===== config.mk =====
export PLATFORM = sky130hd
export DESIGN_NAME = spi_regbank
export DESIGN_NICKNAME = d
export VERILOG_FILES = /design/src/rtl/spi_regbank.sv
export SDC_FILE = /design/constraint.sdc
export NUM_CORES = 1
export LEC_CHECK = 0
export CELL_PAD_IN_SITES_DETAIL_PLACEMENT = 1
export CELL_PAD_IN_SITES_GLOBAL_PLACEMENT = 2
export CORE_AREA = 4 4 190 192
export CTS_CLUSTER_DIAMETER = 80
export CTS_CLUSTER_SIZE = 28
export DETAILED_ROUTE_END_ITERATION = 10
export DIE_AREA = 0 0 194 196
export PLACE_DENSITY_LB_ADDON = 0.1
export SKIP_CTS_REPAIR_TIMING = 1
export SYNTH_ARGS = -nofsm -noshare
export SYNTH_HDL_FRONTEND = slang
export SYNTH_SLANG_ARGS = --single-unit

===== constraint.sdc =====
create_clock -name Clk -period 15.9 [get_ports Clk]
set_clock_uncertainty 0.05 [all_clocks]
set_input_delay 2.385 -clock Clk [delete_from_list [all_inputs] [get_ports Clk]]
set_output_delay 2.385 -clock Clk [all_outputs]
set_load 0.01 [all_outputs]

===== src/rtl/spi_regbank.sv =====
// SPI-mapped register bank: motor PWM/control registers, encoder snapshots, frame counters and a watchdog.
// Writes land 4 Clk edges after raw CS is first sampled high; read data re-registered every cycle; no backpressure.
module spi_regbank #(
  parameter logic [31:0] ID_VALUE   = 32'h4D42_0001,
  parameter int unsigned WDT_CYCLES = 50_000_000
) (
  input  logic        Clk,
  input  logic        Reset,
  input  logic        SPI_CS,
  input  logic        SPI_CLK,
  input  logic [7:0]  DataAddr,
  input  logic [31:0] DataToFPGA,
  output logic [31:0] DataToRPi,
  input  logic [31:0] EncL,
  input  logic [31:0] EncR,
  input  logic [31:0] StatusIn,
  output logic [15:0] PwmL,
  output logic [15:0] PwmR,
  output logic [31:0] Ctrl,
  output logic        WdtExpired
);

  localparam logic [31:0] WDT_LOAD = 32'(WDT_CYCLES - 1);

  typedef enum logic [1:0] {IDLE, ACTIVE, COMMIT} state_t;

  state_t      state;
  logic        cs_s1, cs_s2, cs_h;
  logic        sck_s1, sck_s2, sck_h;
  logic [1:0]  warm;
  logic        armed;
  logic [5:0]  edge_cnt;
  logic [31:0] snap_l, snap_r, scratch, wdt_cnt;
  logic [15:0] frame_cnt, abort_cnt;
  logic        cs_fall, cs_rise, sck_rise;

  assign cs_fall  = cs_h & ~cs_s2;
  assign cs_rise  = ~cs_h & cs_s2;
  assign sck_rise = ~sck_h & sck_s2;

  // Framing is armed only after a genuinely sampled CS-high, so the tail of a
  // frame cut short by reset cannot start a new frame or count as an abort.
  always_ff @(posedge Clk or posedge Reset) begin
    if (Reset) begin
      cs_s1  <= 1'b1;
      cs_s2  <= 1'b1;
      cs_h   <= 1'b1;
      sck_s1 <= 1'b0;
      sck_s2 <= 1'b0;
      sck_h  <= 1'b0;
      warm   <= 2'd0;
      armed  <= 1'b0;
    end else begin
      cs_s1  <= SPI_CS;
      cs_s2  <= cs_s1;
      cs_h   <= cs_s2;
      sck_s1 <= SPI_CLK;
      sck_s2 <= sck_s1;
      sck_h  <= sck_s2;
      if (warm != 2'd3) warm <= warm + 2'd1;
      if (warm[1] && cs_s2) armed <= 1'b1;
    end
  end

  always_ff @(posedge Clk or posedge Reset) begin
    if (Reset) begin
      state     <= IDLE;
      edge_cnt  <= 6'd0;
      snap_l    <= 32'h0;
      snap_r    <= 32'h0;
      frame_cnt <= 16'h0;
      abort_cnt <= 16'h0;
    end else begin
      case (state)
        IDLE: begin
          if (cs_fall && armed) begin
            state    <= ACTIVE;
            snap_l   <= EncL;
            snap_r   <= EncR;
            edge_cnt <= 6'd0;
          end
        end
        ACTIVE: begin
          if (sck_rise && edge_cnt != 6'd63) edge_cnt <= edge_cnt + 6'd1;
          if (cs_rise) begin
            if (edge_cnt == 6'd40) begin
              state <= COMMIT;
            end else begin
              state     <= IDLE;
              abort_cnt <= abort_cnt + 16'd1;
            end
          end
        end
        COMMIT: begin
          state     <= IDLE;
          frame_cnt <= frame_cnt + 16'd1;
        end
        default: state <= IDLE;
      endcase
    end
  end

  // A commit outranks watchdog expiry in the same cycle.
  always_ff @(posedge Clk or posedge Reset) begin
    if (Reset) begin
      PwmL       <= 16'h0;
      PwmR       <= 16'h0;
      Ctrl       <= 32'h0;
      scratch    <= 32'h0;
      wdt_cnt    <= WDT_LOAD;
      WdtExpired <= 1'b0;
    end else if (state == COMMIT) begin
      wdt_cnt    <= WDT_LOAD;
      WdtExpired <= 1'b0;
      if (DataAddr[7]) begin
        case (DataAddr[6:0])
          7'h10:   PwmL    <= DataToFPGA[15:0];
          7'h11:   PwmR    <= DataToFPGA[15:0];
          7'h12:   Ctrl    <= DataToFPGA;
          7'h13:   scratch <= DataToFPGA;
          default: ;
        endcase
      end
    end else if (wdt_cnt == 32'h0) begin
      WdtExpired <= 1'b1;
      PwmL       <= 16'h0;
      PwmR       <= 16'h0;
    end else begin
      wdt_cnt <= wdt_cnt - 32'd1;
    end
  end

  always_ff @(posedge Clk or posedge Reset) begin
    if (Reset) begin
      DataToRPi <= 32'h0;
    end else begin
      case (DataAddr[6:0])
        7'h00:   DataToRPi <= ID_VALUE;
        7'h01:   DataToRPi <= snap_l;
        7'h02:   DataToRPi <= snap_r;
        7'h03:   DataToRPi <= StatusIn;
        7'h10:   DataToRPi <= {16'h0, PwmL};
        7'h11:   DataToRPi <= {16'h0, PwmR};
        7'h12:   DataToRPi <= Ctrl;
        7'h13:   DataToRPi <= scratch;
        7'h7E:   DataToRPi <= {abort_cnt, frame_cnt};
        7'h7F:   DataToRPi <= {31'h0, WdtExpired};
        default: DataToRPi <= 32'h0;
      endcase
    end
  end

endmodule

==> impl_metrics.json, run 1 <==
{
  "vias": 9789,
  "ys_async_sr_fraction_pct": 100,
  "synthesis.nets": 1271,
  "critical-path-slowest-cell": "clkdlybuf4s50_1",
  "die_w_um": 194,
  "end_kind": "flip-flop",
  "clock-root-buffer": "clkbuf_16",
  "clock.fmax_mhz": 196,
  "critical_path_class": "primary input to flip-flop",
  "post-route-min-period_ns": 5.11,
  "status": "complete, no violations",
  "synth-edff-count": 0,
  "cp_num_buf_inv": 2,
  "p_leak_nw": 7.00,
  "drive_above_1_share_pct": 12.2,
  "ys_warn_count": 0,
  "syn_avg_cell_area_um2": 10.9,
  "slew_viol_final": 0,
  "initial_utilization_pct": 35.8,
  "finalCritPeriodShare_pct": 32.2,
  "rsz0062_at_grt": "false",
  "grt_usage_pct": 21.2,
  "grt_max_degree": 167,
  "cp_top_family": "buffers and inverters",
  "yosys_most_used_dff": "dfrtp_1",
  "hold_viol_final": 0,
  "gp_congestion": 0.820,
  "hold_path_class": "flip-flop to flip-flop",
  "routedWlPerCell_um": 23.0,
  "io_pins": 237,
  "drt-initial-drc-count": 733,
  "hpwl_um": 29700,
  "drt_pass1_iterations": 8,
  "pre_cts_slack_ns": 10.21,
  "clk_latency_ns": 0.53,
  "max_slew_margin_pct": 18.4,
  "fin_nets": 1473,
  "critPathMaxFanout": 27,
  "core-area_mm2": 0.0344,
  "cp_data_required_time_ns": 16.29,
  "worstPathArrival_ns": 5.51,
  "tns_ns": 0,
  "start_kind": "primary input",
  "cellPowerDensity_mw_per_mm2": 94.0,
  "final_common_cell": "dfrtp_1",
  "maxCapViolCount": 0,
  "drt_wl_total_um": 41300,
  "ys_seq_area_share_pct": 55.9,
  "vias_per_cell": 5.46,
  "layout_common_cells": "dfrtp_1 (253), clkdlybuf4s50_1 (235), nand2_1 (234)",
  "cts_tree": "built",
  "worst_slack_ns": 10.79,
  "drc": 0,
  "syn-cell-area_mm2": 0.0123,
  "clock-sinks": 274,
  "tightest_slew_ns": 1.22,
  "clkTransAtPathRegs_ns": 0.09,
  "area.growth.synth_to_final_pct": 27.7,
  "n_antenna_cell": 0,
  "synth.distinct_cells": 68,
  "cts_inserted_buffers": 18,
  "first_global_vias": 10200,
  "path_cells": "clkdlybuf4s50_1, nand2_1, nor2_2, buf_4, a222oi_1, a21oi_1, a221o_1",
  "grt_pass1_wl_um": 64200,
  "num_rows": 68,
  "dieArea_mm2": 0.0380,
  "ys_ff_latch": 274,
  "die_y_um": 196,
  "grt-ovfl-total": 0,
  "n_fill_cell": 3785,
  "antenna_found_initial": 4,
  "clockBufferDepth": 3,
  "netlist_instances": 1125,
  "max-vdd-ir-drop_mv": 0.0583,
  "portBuffers": 236,
  "cts_max_level": 1,
  "slowest_delay_ns": 1.00,
  "finalSetupViolations": 0,
  "final_antenna_net_count": 0
}
==> logic make-up after synthesis <==
group | share of synthesized area [%]
adder cells (fa/ha/maj) | 0.610
AO/OA/AOI/OAI | 13.8
AND/OR/NAND/NOR | 15.9
multiplexers | 7.89
buffers and inverters | 2.75
flip-flops | 55.9
XOR/XNOR | 3.13
==> metal layers <==
| layer | share of wire (%) | track usage (%) | vias to the layer above |
|---|---|---|---|
| li1 | - | - | 4479 |
| met1 | 48 | 32.1 | 5010 |
| met2 | 45 | 33.0 | 254 |
| met3 | 5.4 | 3.33 | 38 |
| met4 | 1.4 | 3.15 | 8 |
| met5 | 0.12 | 0 | - |
==> area by class of cell <==
class | count | area, um^2 | share of cell area, %
flip-flops and latches | 274 | 6880 | 43.8
well taps | 455 | 569 | 3.62
inverters | 9 | 41.3 | 0.263
multi-input cells | 776 | 5110 | 32.5
clock buffers | 21 | 483 | 3.07
repair buffers | 248 | 2460 | 15.7
clock inverters | 11 | 163 | 1.04
==> path summary, 6_finish.rpt <==
check | from | end | slack, ns | cells after the start
worst max-delay path | DataAddr[4] | DataToRPi[6]$_DFF_PP0_ | 10.79 | 7
min in group asynchronous | Reset | PwmR[5]$_DFFE_PP0P_ | 2.32 | 2
max in group asynchronous | Reset | wdt_cnt[28]$_DFFE_PP0P_ | 12.00 | 3
worst max register to register | state[1]$_DFFE_PP0P_ | scratch[26]$_DFFE_PP0P_ | 13.07 | 5
worst min-delay path | sck_s1$_DFF_PP0_ | sck_s2$_DFF_PP0_ | 0.30 | 0
worst min register to register | sck_s1$_DFF_PP0_ | sck_s2$_DFF_PP0_ | 0.30 | 0
==> power by group <==
group          switching [mW]  internal [mW]  total (mW)  leakage (nW)
sequential             0.0462          0.747       0.793          3.59
combinational          0.0802         0.0723       0.152          3.10
clock                   0.278          0.252       0.530         0.309
total                   0.405           1.07        1.48          7.00
==> registers in the layout (all words and copies together), names as in the netlist <==
name	count
cs_h	1
cs_s1	1
armed	1
PwmR	16
WdtExpired	1
frame_cnt	16
snap_r	32
DataToRPi	32
scratch	32
PwmL	16
sck_h	1
wdt_cnt	32
sck_s1	1
edge_cnt	6
warm	2
state	2
sck_s2	1
abort_cnt	16
cs_s2	1
snap_l	32
Ctrl	32
==> stage by stage <==
step	hold slack (ns)	instances	power [mW]	util, %	cell area [um^2]
after CTS	0.307	1794	1.50	45.7	15700
final	0.303	1794	1.48	45.7	15700
after global placement	0.288	1762	0.957	43.8	15100
after global routing	0.319	1794	1.55	45.7	15700
after detailed placement	0.289	1762	0.962	43.8	15100
after floorplan	0.281	1125	0.868	-	12300
==> cells in the mapped netlist (4+ instances only) <==
cell	n	area (um^2)
buf_2	12	60.1
clkbuf_1	43	161
or4_1	4	30.0
a22oi_1	39	293
nor2_1	51	191
o21ai_0	19	95.1
dfstp_2	21	552
buf_6	4	45.0
inv_1	9	33.8
mux2_2	76	856
xnor2_1	31	272
nand3b_1	4	30.0
a221oi_1	24	210
or3_1	6	37.5
buf_1	5	18.8
and2_1	4	25.0
nor4_1	11	68.8
xor2_1	13	114
a21oi_1	27	135
o21ai_1	15	75.1
ha_1	6	75.1
mux2_1	4	45.0
nor2b_1	8	50.1
nand2_1	234	878
a222oi_1	15	150
nor3_1	11	55.1
a221o_1	10	100
nand2b_1	6	37.5
nand3_1	25	125
nand4_1	14	87.6
and3_1	10	62.6
a22o_1	33	289
o211ai_1	7	52.6
mux2i_1	7	70.1
a31oi_1	7	43.8
o31ai_1	4	30.0
dfrtp_1	253	6330
Note: power is estimated with default switching activity, not from simulation.
==> run 2: changes to the inputs <==
--- a/config.mk
+++ b/config.mk
@@ -7,11 +7,11 @@
 export LEC_CHECK = 0
 export CELL_PAD_IN_SITES_DETAIL_PLACEMENT = 1
 export CELL_PAD_IN_SITES_GLOBAL_PLACEMENT = 2
-export CORE_AREA = 4 4 190 192
+export CORE_AREA = 4 4 208 210
 export CTS_CLUSTER_DIAMETER = 80
 export CTS_CLUSTER_SIZE = 28
 export DETAILED_ROUTE_END_ITERATION = 10
-export DIE_AREA = 0 0 194 196
+export DIE_AREA = 0 0 212 214
 export PLACE_DENSITY_LB_ADDON = 0.1
 export SKIP_CTS_REPAIR_TIMING = 1
 export SYNTH_ARGS = -nofsm -noshare
==> constraint.sdc (replaced) <==
create_clock -name Clk -period 4.7 [get_ports Clk]
set_clock_uncertainty 0.05 [all_clocks]
set_input_delay 0.705 -clock Clk [delete_from_list [all_inputs] [get_ports Clk]]
set_output_delay 0.705 -clock Clk [all_outputs]
set_load 0.01 [all_outputs]
==> impl_metrics.json, run 2 (synthesis results as in run 1) <==
{
  "worstPathArrival_ns": 3.60,
  "drive_above_1_share_pct": 13.1,
  "vias": 9851,
  "finalCritPeriodShare_pct": 68.2,
  "hold_start": "cs_s1$_DFF_PP1_",
  "r2r_slack_ns": 1.99,
  "start_kind": "primary input",
  "cp_num_buf_inv": 2,
  "tns_ns": 0,
  "grt_max_degree": 98,
  "cp_top_family": "buffers and inverters",
  "end_kind": "flip-flop",
  "tightest_slew_ns": 1.19,
  "fin_nets": 1487,
  "dieArea_mm2": 0.0454,
  "grt_util_met1_pct": 31.5,
  "reg2reg_depth": 5,
  "critical-path-slowest-cell": "clkdlybuf4s50_1",
  "pre_cts_slack_ns": 0.927,
  "post-route-min-period_ns": 3.20,
  "max-vdd-ir-drop_mv": 0.221,
  "final_antenna_net_count": 0,
  "grt.busiest_layer": "met1",
  "critPathMaxFanout": 26,
  "path_cells": "clkdlybuf4s50_1, nand2_1, nor2_2, buf_4, a22oi_1, o21ai_0",
  "p_leak_nw": 7.08,
  "drc": 0,
  "final_common_cell": "dfrtp_1",
  "gp_congestion": 0.785,
  "clockBufferDepth": 3,
  "clock.fmax_mhz": 312,
  "n_fill_cell": 4533,
  "power.total_mw": 5.08,
  "status": "complete, no violations",
  "slew_viol_final": 0,
  "stdcell_area_mm2": 0.0159,
  "die_w_um": 212,
  "clkTransAtPathRegs_ns": 0.09,
  "worst-path-stages": 6,
  "postLayoutCoreUtil_pct": 38.3,
  "hold_viol_final": 0,
  "hold_path_end": "cs_s2$_DFF_PP1_",
  "clock-sinks": 274,
  "rsz0062_at_grt": "false",
  "grt-ovfl-total": 0,
  "dpl_cell_area_mm2": 0.0153,
  "maxCapViolCount": 0,
  "slowest_delay_ns": 0.97,
  "die_y_um": 214,
  "io_pins": 237,
  "multi_input_area_mm2": 0.00510,
  "cts_max_level": 1,
  "num_rows": 75,
  "vias_per_cell": 5.20,
  "rr_startpoint": "wdt_cnt[22]$_DFFE_PP1P_",
  "first_global_vias": 10300,
  "routedWlPerCell_um": 24.1,
  "hold_path_class": "flip-flop to flip-flop",
  "drt_wl_total_um": 45600,
  "cts_inserted_buffers": 19,
  "drt-initial-drc-count": 666,
  "grt_use_met2_pct": 27.9,
  "initial_utilization_pct": 29.6,
  "grt_pass1_wl_um": 68600,
  "hpwl_um": 33800,
  "area.growth.synth_to_final_pct": 29.4,
  "r2r_end": "wdt_cnt[6]$_DFFE_PP1P_",
  "grt_usage_pct": 19.7,
  "place_inst": 1859,
  "final_cells": 1895,
  "worst_slack_ns": 1.50,
  "regArea_mm2": 0.00688,
  "finalSetupViolations": 0,
  "cp_data_required_time_ns": 5.09,
  "portBuffers": 236,
  "antenna_found_initial": 4,
  "clock-root-buffer": "clkbuf_16",
  "hold_depth": 0,
  "cellPowerDensity_mw_per_mm2": 319,
  "max_slew_margin_pct": 20.4,
  "drt_pass1_iterations": 5,
  "core-area_mm2": 0.0416,
  "holdWs_ns": 0.303,
  "critical_path_class": "primary input to flip-flop",
  "globalRouteMet3Util_pct": 4.42,
  "layout_common_cells": "dfrtp_1 (253), clkdlybuf4s50_1 (235), nand2_1 (234)",
  "cts_tree": "built",
  "clk_latency_ns": 0.54
}
-- run 2: changes by cell type in the layout (fill, tap and decap cells not counted), sizes merged --
cell | previous run | this run
buf | 13 | 26
clkbuf | 21 | 25
clkinv | 4 | 2
diode | 0 | 2
-- run 2: cell type report --
type | instances | area share (%)
Antenna cell | 2 | 0.0314
Clock buffer | 25 | 3.38
Clock inverter | 9 | 0.691
Inverter | 9 | 0.236
Multi-Input combinational cell | 776 | 32.1
Sequential cell | 274 | 43.2
Tap cell | 539 | 4.24
Timing Repair Buffer | 261 | 16.1
-- run 2: how the worst max path moves through the flow --
| stage | from | end | slack [ns] |
|---|---|---|---|
| floorplan | Reset | Ctrl[0]$_DFFE_PP0P_ | 0.34 |
| global placement | DataAddr[4] | DataToRPi[29]$_DFF_PP0_ | 1.11 |
| detailed placement | DataAddr[4] | DataToRPi[10]$_DFF_PP0_ | 0.93 |
| CTS | DataAddr[4] | DataToRPi[10]$_DFF_PP0_ | 1.50 |
| global route | DataAddr[4] | DataToRPi[29]$_DFF_PP0_ | 1.39 |
| finish | DataAddr[4] | DataToRPi[10]$_DFF_PP0_ | 1.50 |
-- run 2: power by group --
part	internal (mW)	total, mW	switching (mW)	leakage (nW)
registers	2.53	2.69	0.167	3.59
logic	0.249	0.553	0.304	3.17
clock network	0.898	1.83	0.931	0.321
-- run 2: per-layer routing --
| layer | part of all wire (%) | up-vias |
|---|---|---|
| met5 | 0.12 | - |
| met4 | 1.2 | 8 |
| met3 | 6.3 | 34 |
| met2 | 41 | 273 |
| met1 | 51 | 5021 |
| li1 | - | 4515 |
==> run 3: changes to the inputs <==
--- a/config.mk
+++ b/config.mk
@@ -7,11 +7,11 @@
 export LEC_CHECK = 0
 export CELL_PAD_IN_SITES_DETAIL_PLACEMENT = 1
 export CELL_PAD_IN_SITES_GLOBAL_PLACEMENT = 2
-export CORE_AREA = 4 4 208 210
+export CORE_AREA = 4 4 199 201
 export CTS_CLUSTER_DIAMETER = 80
 export CTS_CLUSTER_SIZE = 28
 export DETAILED_ROUTE_END_ITERATION = 10
-export DIE_AREA = 0 0 212 214
+export DIE_AREA = 0 0 203 205
 export PLACE_DENSITY_LB_ADDON = 0.1
 export SKIP_CTS_REPAIR_TIMING = 1
 export SYNTH_ARGS = -nofsm -noshare
==> constraint.sdc (replaced) <==
create_clock -name Clk -period 3.1 [get_ports Clk]
set_clock_uncertainty 0.05 [all_clocks]
set_input_delay 0.465 -clock Clk [delete_from_list [all_inputs] [get_ports Clk]]
set_output_delay 0.465 -clock Clk [all_outputs]
set_load 0.01 [all_outputs]
==> impl_metrics.json, run 3 (synthesis results as in run 1) <==
{
  "status": "complete, no violations",
  "post-route-min-period_ns": 2.63,
  "path_cells": "nor4_2, nand2_1, nor4_4, a21oi_2, a22o_1",
  "grt_pass1_wl_um": 65700,
  "r2r_slack_ns": 0.47,
  "place_inst": 1860,
  "gp_congestion": 0.796,
  "cp_top_family": "simple AND/OR/NAND/NOR gates",
  "reg2reg_depth": 5,
  "core-area_mm2": 0.0376,
  "seq_power_share_pct": 55.4,
  "regArea_mm2": 0.00688,
  "finalCritPeriodShare_pct": 84.8,
  "multi_input_area_mm2": 0.00510,
  "slowest_delay_ns": 0.57,
  "routedWlPerCell_um": 22.8,
  "max-vdd-ir-drop_mv": 0.372,
  "fin_nets": 1514,
  "r2r_end": "PwmR[8]$_DFFE_PP0P_",
  "worstPathArrival_ns": 2.98,
  "p_sw_mw": 2.02,
  "grt-ovfl-total": 0,
  "hpwl_um": 32300,
  "critical-path-slowest-cell": "nor4_2",
  "cp_data_required_time_ns": 3.45,
  "wl_met2_um": 19700,
  "antenna_found_initial": 3,
  "grt_max_degree": 72,
  "final_antenna_net_count": 0,
  "clock-sinks": 274,
  "clockBufferDepth": 3,
  "met3WireLength_um": 2150,
  "critical_path_class": "flip-flop to flip-flop",
  "portBuffers": 236,
  "cts_inserted_buffers": 17,
  "die_y_um": 205,
  "vias": 9908,
  "maxCapViolCount": 0,
  "clock.fmax_mhz": 380,
  "end_kind": "flip-flop",
  "stdcell_area_mm2": 0.0161,
  "finalSetupViolations": 0,
  "hold_path_end": "cs_s2$_DFF_PP1_",
  "p_int_mw": 5.31,
  "io_pins": 237,
  "max_slew_margin_pct": 30.2,
  "final_cells": 1891,
  "swShare_pct": 27.6,
  "hold_path_class": "flip-flop to flip-flop",
  "num_rows": 71,
  "clk_latency_ns": 0.52,
  "top_layer": "met5",
  "cts_tree": "built",
  "n_fill_cell": 4131,
  "die_w_um": 203,
  "drt_pass1_iterations": 5,
  "met1Wirelength_um": 20700,
  "final_common_cell": "dfrtp_1",
  "cts_max_level": 1,
  "dpl_cell_area_mm2": 0.0155,
  "initial_utilization_pct": 32.7,
  "start_kind": "flip-flop",
  "hold_depth": 0,
  "first_global_vias": 10500,
  "clkPwrFrac_pct": 33.5,
  "rsz0062_at_grt": "false",
  "p_leak_nw": 7.19,
  "cp_num_buf_inv": 0,
  "pwr-share-comb_pct": 11.1,
  "drt_wl_total_um": 43200,
  "tns_ns": 0,
  "dieArea_mm2": 0.0416,
  "holdWs_ns": 0.312,
  "drt-initial-drc-count": 660,
  "clkTransAtPathRegs_ns": 0.09,
  "hold_viol_final": 0,
  "grt_usage_pct": 20.5,
  "rr_startpoint": "wdt_cnt[4]$_DFFE_PP1P_",
  "slew_viol_final": 0,
  "tightest_slew_ns": 1.05,
  "drive_above_1_share_pct": 14.7,
  "clock-root-buffer": "clkbuf_16",
  "vias_per_cell": 5.24,
  "layout_common_cells": "dfrtp_1 (253), clkdlybuf4s50_1 (235), nand2_1 (234)",
  "area.growth.synth_to_final_pct": 30.5,
  "hold_start": "cs_s1$_DFF_PP1_",
  "cellPowerDensity_mw_per_mm2": 456,
  "critPathMaxFanout": 16,
  "drc": 0
}
==> run 3: stage by stage <==
| step | setup WS [ns] | util (%) | total power [mW] |
|---|---|---|---|
| after floorplan | -1.02 | - | 4.45 |
| after global routing | 0.286 | 42.7 | 7.73 |
| final | 0.470 | 42.7 | 7.33 |
| after CTS | 0.493 | 42.7 | 7.46 |
| after global placement | 0.185 | 41.3 | 4.93 |
| after detailed placement | 0.177 | 41.3 | 4.96 |
==> run 3: power groups by stage <==
stage          clock, mW  combinational (mW)  sequential, mW
2_1_floorplan          0               0.417            4.04
3_3_place_gp           0               0.808            4.12
3_5_place_dp           0               0.829            4.13
4_1_cts             2.56               0.835            4.06
5_1_grt             2.69               0.927            4.11
6_report            2.45               0.816            4.06
==> run 3: layout make-up <==
type                       instances  area share, %
antenna                            2         0.0312
clock buffer                      17           2.65
clock inverter                    12          0.787
inverter                           9          0.234
multi-input combinational        776           31.8
sequential                       274           42.9
tap                              511           3.98
timing repair buffer             290           17.7
==> run 3: worst max path at each step <==
stage,startpoint,endpoint,depth (start not counted)
finish,wdt_cnt[4]$_DFFE_PP1P_,PwmR[8]$_DFFE_PP0P_,5
global route,wdt_cnt[4]$_DFFE_PP1P_,PwmL[11]$_DFFE_PP0P_,5
CTS,wdt_cnt[4]$_DFFE_PP1P_,PwmR[8]$_DFFE_PP0P_,5
detailed placement,DataAddr[5],DataToRPi[7]$_DFF_PP0_,7
global placement,DataAddr[5],DataToRPi[7]$_DFF_PP0_,7
floorplan,Reset,Ctrl[0]$_DFFE_PP0P_,1
==> run 3: worst reg2reg max path: stages (launching register included) <==
cell	delay (ns)
dfstp_2	0.39
nor4_2	0.58
nand2_1	0.32
nor4_4	0.53
a21oi_2	0.37
a22o_1	0.29
==> run 3: metal layers <==
metal / global-route usage [%] / vias to the layer above
met3: 3.13 / 33
met5: 0 / -
met4: 3.69 / 2
li1: - / 4564
met2: 32.1 / 225
met1: 30.4 / 5084
